--- config.mk ---
export PLATFORM = sky130hd
export DESIGN_NAME = uart_rx
export DESIGN_NICKNAME = d
export VERILOG_FILES = /design/src/rtl/uart_pkg.sv /design/src/rtl/uart_sync2.sv /design/src/rtl/uart_rx.sv
export SDC_FILE = /design/constraint.sdc
export NUM_CORES = 1
export LEC_CHECK = 0
export ABC_AREA = 1
export CORE_ASPECT_RATIO = 1.5
export CORE_MARGIN = 2
export CORE_UTILIZATION = 60
export CTS_BUF_LIST = sky130_fd_sc_hd__clkbuf_8
export DETAILED_ROUTE_END_ITERATION = 16
export DONT_BUFFER_PORTS = 1
export GPL_TIMING_DRIVEN = 0
export PLACE_DENSITY = 0.76
export SYNTH_ARGS = -nofsm -noshare
export SYNTH_HDL_FRONTEND = slang
export SYNTH_SLANG_ARGS = --single-unit
--- constraint.sdc ---
create_clock -name clk -period 3.3 [get_ports clk]
set_clock_uncertainty 0.05 [all_clocks]
set_input_delay 0.66 -clock clk [delete_from_list [all_inputs] [get_ports clk]]
set_output_delay 0.66 -clock clk [all_outputs]
set_load 0.005 [all_outputs]
--- src/rtl/uart_pkg.sv ---
// Shared receiver types, frame constants and baud-timing helpers for uart_rx.
// The PARITY state is only present when UART_RX_PARITY_EN is defined.
package uart_pkg;

    localparam int   DATA_BITS  = 8;
    localparam logic IDLE_LEVEL = 1'b1;
    localparam int   CNT_W      = 16;

    typedef enum logic [2:0] {
        ST_IDLE   = 3'd0,
        ST_START  = 3'd1,
        ST_DATA   = 3'd2,
`ifdef UART_RX_PARITY_EN
        ST_PARITY = 3'd3,
`endif
        ST_STOP   = 3'd4,
        ST_BREAK  = 3'd5
    } rx_state_e;

    function automatic int calc_bit_period(input int clk_freq, input int baudrate);
        return clk_freq / baudrate;
    endfunction

    function automatic int calc_half_period(input int bit_period);
        return bit_period / 2;
    endfunction

endpackage

--- src/rtl/uart_sync2.sv ---
// Two-flop synchronizer for a single asynchronous input bit.
// Reset value is a parameter so an idle-high line does not look like a start bit.
module uart_sync2 #(
    parameter logic RESET_VAL = 1'b1
) (
    input  logic clk_i,
    input  logic reset_i,
    input  logic d_i,
    output logic q_o
);

    logic meta_q;
    logic sync_q;

    always_ff @(posedge clk_i or posedge reset_i) begin
        if (reset_i) begin
            meta_q <= RESET_VAL;
            sync_q <= RESET_VAL;
        end else begin
            meta_q <= d_i;
            sync_q <= meta_q;
        end
    end

    assign q_o = sync_q;

endmodule

--- src/rtl/uart_rx.sv ---
// 8-bit UART receiver (8N1, or 8E1 when UART_RX_PARITY_EN is defined) with
// mid-bit sampling, frame/parity error pulses and break detection.
module uart_rx
    import uart_pkg::*;
#(
    parameter int CLK_FREQ = 50000000,
    parameter int BAUDRATE = 9600
) (
    input  logic       clk,
    input  logic       reset,
    input  logic       rx,
    output logic [7:0] data,
    output logic       valid,
    output logic       frame_err,
    output logic       parity_err,
    output logic       busy
);

    localparam int BIT_PERIOD  = calc_bit_period(CLK_FREQ, BAUDRATE);
    localparam int HALF_PERIOD = calc_half_period(BIT_PERIOD);

    localparam logic [CNT_W-1:0] BIT_LAST  = CNT_W'(BIT_PERIOD - 1);
    localparam logic [CNT_W-1:0] HALF_LAST = CNT_W'(HALF_PERIOD - 1);
    localparam logic [2:0]       LAST_BIT  = 3'(DATA_BITS - 1);

    if (BIT_PERIOD < 4 || BIT_PERIOD > 65535) begin : g_bad_bit_period
        $error("uart_rx: CLK_FREQ/BAUDRATE must give a bit period of 4..65535 cycles");
    end

    logic rx_s;

    uart_sync2 #(
        .RESET_VAL(IDLE_LEVEL)
    ) u_sync (
        .clk_i  (clk),
        .reset_i(reset),
        .d_i    (rx),
        .q_o    (rx_s)
    );

    // IDLE wait start | START mid-start check | DATA 8 bits LSB first | PARITY even bit | STOP check | BREAK wait high
    rx_state_e        state_q;
    logic [CNT_W-1:0] cnt_q;
    logic [2:0]       bit_idx_q;
    logic [7:0]       shift_q;
    logic [7:0]       data_q;
    logic             valid_q;
    logic             frame_err_q;
    logic             busy_q;
`ifdef UART_RX_PARITY_EN
    logic             parity_err_q;
    logic             par_bad_q;
`endif

    always_ff @(posedge clk or posedge reset) begin
        if (reset) begin
            state_q      <= ST_IDLE;
            cnt_q        <= '0;
            bit_idx_q    <= '0;
            shift_q      <= '0;
            data_q       <= 8'h00;
            valid_q      <= 1'b0;
            frame_err_q  <= 1'b0;
            busy_q       <= 1'b0;
`ifdef UART_RX_PARITY_EN
            parity_err_q <= 1'b0;
            par_bad_q    <= 1'b0;
`endif
        end else begin
            valid_q      <= 1'b0;
            frame_err_q  <= 1'b0;
`ifdef UART_RX_PARITY_EN
            parity_err_q <= 1'b0;
`endif
            case (state_q)
                ST_IDLE: begin
                    cnt_q <= '0;
                    if (!rx_s) begin
                        state_q <= ST_START;
                        busy_q  <= 1'b1;
`ifdef UART_RX_PARITY_EN
                        par_bad_q <= 1'b0;
`endif
                    end
                end

                ST_START: begin
                    if (cnt_q == HALF_LAST) begin
                        cnt_q     <= '0;
                        bit_idx_q <= '0;
                        if (!rx_s) begin
                            state_q <= ST_DATA;
                        end else begin
                            state_q <= ST_IDLE;
                            busy_q  <= 1'b0;
                        end
                    end else begin
                        cnt_q <= cnt_q + 1'b1;
                    end
                end

                ST_DATA: begin
                    if (cnt_q == BIT_LAST) begin
                        cnt_q     <= '0;
                        shift_q   <= {rx_s, shift_q[7:1]};
                        bit_idx_q <= bit_idx_q + 3'd1;
                        if (bit_idx_q == LAST_BIT) begin
`ifdef UART_RX_PARITY_EN
                            state_q <= ST_PARITY;
`else
                            state_q <= ST_STOP;
`endif
                        end
                    end else begin
                        cnt_q <= cnt_q + 1'b1;
                    end
                end

`ifdef UART_RX_PARITY_EN
                ST_PARITY: begin
                    if (cnt_q == BIT_LAST) begin
                        cnt_q     <= '0;
                        par_bad_q <= (rx_s != ^shift_q);
                        state_q   <= ST_STOP;
                    end else begin
                        cnt_q <= cnt_q + 1'b1;
                    end
                end
`endif

                ST_STOP: begin
                    if (cnt_q == BIT_LAST) begin
                        cnt_q <= '0;
                        if (rx_s) begin
`ifdef UART_RX_PARITY_EN
                            if (par_bad_q) begin
                                parity_err_q <= 1'b1;
                            end else begin
                                data_q  <= shift_q;
                                valid_q <= 1'b1;
                            end
`else
                            data_q  <= shift_q;
                            valid_q <= 1'b1;
`endif
                            state_q <= ST_IDLE;
                            busy_q  <= 1'b0;
                        end else begin
                            // Held-low stop bit: park in BREAK so the low line is not seen as a new start.
                            frame_err_q <= 1'b1;
`ifdef UART_RX_PARITY_EN
                            parity_err_q <= par_bad_q;
`endif
                            state_q <= ST_BREAK;
                        end
                    end else begin
                        cnt_q <= cnt_q + 1'b1;
                    end
                end

                ST_BREAK: begin
                    cnt_q <= '0;
                    if (rx_s) begin
                        state_q <= ST_IDLE;
                        busy_q  <= 1'b0;
                    end
                end

                default: begin
                    state_q <= ST_IDLE;
                    cnt_q   <= '0;
                    busy_q  <= 1'b0;
                end
            endcase
        end
    end

    assign data      = data_q;
    assign valid     = valid_q;
    assign frame_err = frame_err_q;
    assign busy      = busy_q;
`ifdef UART_RX_PARITY_EN
    assign parity_err = parity_err_q;
`else
    assign parity_err = 1'b0;
`endif

endmodule

==> results.ini <==
[run_status]
status=finished, final reports clean

[setup_path]
worst-endpoint-arrival_ns=1.95
r2r-start=cnt_q[0]$_DFF_PP0_
required_ns=3.45
start_kind=flop
worstPathMaxFanout=7
timing.setup.critical_path_class=reg -> reg
end_kind=flop
startpoint=cnt_q[0]$_DFF_PP0_

[logic_synthesis]
synth_top_cell_by_area=dfrtp_1
seq_area_frac_synth=0.489
netlist_top_cells_area=dfrtp_1, nand2_1, nor2_1
ys_ff_latch=43
netlist_area_mm2=0.00220
synthCells=280
synth_common_cells=nand2_1, dfrtp_1, nor2_1
synth_fp_nets=286
yosys.cell_count.top_type=nand2_1
synth_edf_count=0
yosys.area.top_type_share=0.466
ys_warn_count=0
yosys_most_used_dff=dfrtp_1
synth.distinct_cells=28
async_reset_ff_frac=1.00
syn_area_per_cell_um2=7.87

[clock_tree]
cts_sinks=43
cts_resized=0
cts_buffers=5
cts_tree=yes
clockBufferDepth=2
htreeDepth=2
clkLatencyLatePin_ns=0.30
post_cts_buffers=0
root_buffer=clkbuf_8
path_clk_slew_ns=0.09
holdBufCountCts=0

[min_path]
worstHoldPathType=in -> reg
hold_start=rx

[global_route]
grt_usage=0.227
grt-ovfl-total=0
grt_first_pass_wirelength_um=7000
grt_pass1_vias=1628
grt_start_max_net_pins=44
antenna_found_initial=0

[timing]
rsz0062_at_grt=false
slew_headroom=0.434
hold_viol=0
fmax_ghz=0.555
drv_slew=0
timing.final.crit_period_ns=1.80
finalSetupViolCount=0
worst_slack_ns=1.50
setup_tns_ns=0
worst_pin_slew_ns=0.848
fin_crit_sh=0.546
holdWs_ns=0.304

[cells_and_area]
area_delta_synth_final_pct=6.70
nNetsFinal=293
nFillCells=320
multi_input_area_um2=962
fin_area_mm2=0.00235
seqCellArea_mm2=0.00108
fin_cells=331
drive_above_1_share=0.125
antennaDiodeCount=0

[power]
powerDensity_mw_per_mm2=375
leakagePower_nw=1.16
ir_worst_vdd_mv=0.328

[route]
vias_per_cell=5.23
drt_iter0_markers=58
ant_nets=0
wl_per_cell_um=12.5
wl_um=4150
drt_pass1_iterations=4
drc=0
vias=1732

[die]
initial_core_util=0.615
core-area_mm2=0.00358
die_h_um=78.2
rows=27
dieArea_mm2=0.00418
chipWidth_um=53.5
io_pins=15

[placed_design]
dp.final_hpwl_um=3010
place_ws_ns=1.50
gp_congestion=0.867
placed_cell_area_mm2=0.00226
port_buffers=0
dp_cells=323

[job]
max-cap-violations=0

==> path summary, 6_finish.rpt <==
check / to / slack (ns) / cells after the start
setup / recovery: shift_q[0]$_DFFE_PP0P_ / 1.50 / 6
max in group asynchronous: busy$_DFFE_PP0P_ / 2.31 / 1
setup reg to reg: shift_q[0]$_DFFE_PP0P_ / 1.50 / 6
min in group asynchronous: cnt_q[8]$_DFF_PP0_ / 0.36 / 1
hold / removal: u_sync.meta_q$_DFF_PP1_ / 0.30 / 0
hold reg to reg: u_sync.q_o$_DFF_PP1_ / 0.31 / 0
==> cell usage in the layout, fill, tap and decap left out, drive strengths merged <==
cell type,instances
nand2,90
dfrtp,41
nor2,34
inv,31
o21ai,18
nand3,15
a21oi,14
nand4,6
clkbuf,6
buf,5
xor2,4
nor3,4
ha,3
nor4,2
xnor2,2
a21boi,2
or2,2
o21bai,2
clkinv,2
dfstp,2
and3,1
conb,1
clkinvlp,1
==> through the flow <==
stage                     utilization  total power (W)
after CTS                       0.657         0.000896
after detailed placement        0.630         0.000554
final                           0.657         0.000882
after global routing            0.657         0.000919
after floorplan                     -         0.000551
after global placement          0.630         0.000554
==> cell type report <==
cell class / instances / area share
Buffer: 6 / 0.0197
Clock buffer: 5 / 0.0293
Clock inverter: 3 / 0.0106
Inverter: 31 / 0.0495
Multi-Input combinational cell: 200 / 0.409
Sequential cell: 43 / 0.459
Tap cell: 43 / 0.0229
==> sequential cells by signal, summed over array words and instances (netlist names) <==
signal,flops
state_q,3
cnt_q,16
shift_q,8
frame_err,1
busy,1
data,8
u_sync.q_o,1
bit_idx_q,3
valid,1
u_sync.meta_q,1
==> critical path, cell delays in order (launching register included) <==
cell and delay (ns):
dfrtp_1 0.38, ha_1 0.26, nand2_1 0.11, nor4_1 0.40
nand3_1 0.32, nand2_1 0.13, nand2_1 0.05
==> cell families (layout without fill, tap and decap cells) <==
| family | Yosys count | in the layout | synth area share |
|---|---|---|---|
| adder cells (fa/ha/maj) | 3 | 3 | 0.0170 |
| AND/OR/NAND/NOR | 154 | 154 | 0.304 |
| flip-flops | 43 | 43 | 0.489 |
| AO/OA/AOI/OAI | 36 | 36 | 0.0897 |
| XOR/XNOR | 6 | 6 | 0.0238 |
| other | 1 | 1 | 0.00170 |
| buffers and inverters | 37 | 45 | 0.0738 |
==> power breakdown <==
group | total, W | switching, W | internal (W)
clock | 0.000340 | 0.000188 | 0.000151
sequential | 0.000530 | 0.00000105 | 0.000529
combinational | 0.0000129 | 0.0000114 | 0.00000148
total | 0.000882 | 0.000201 | 0.000681
==> routing by layer <==
metal  global-route usage  share of wire  vias to the layer above
met5                    0              0                        -
met4               0.0923          0.019                        0
met3               0.0418          0.029                        6
met2                0.391           0.53                       24
met1                0.267           0.43                      803
li1                     -              -                      899
Power figures use the tool's default switching activity.
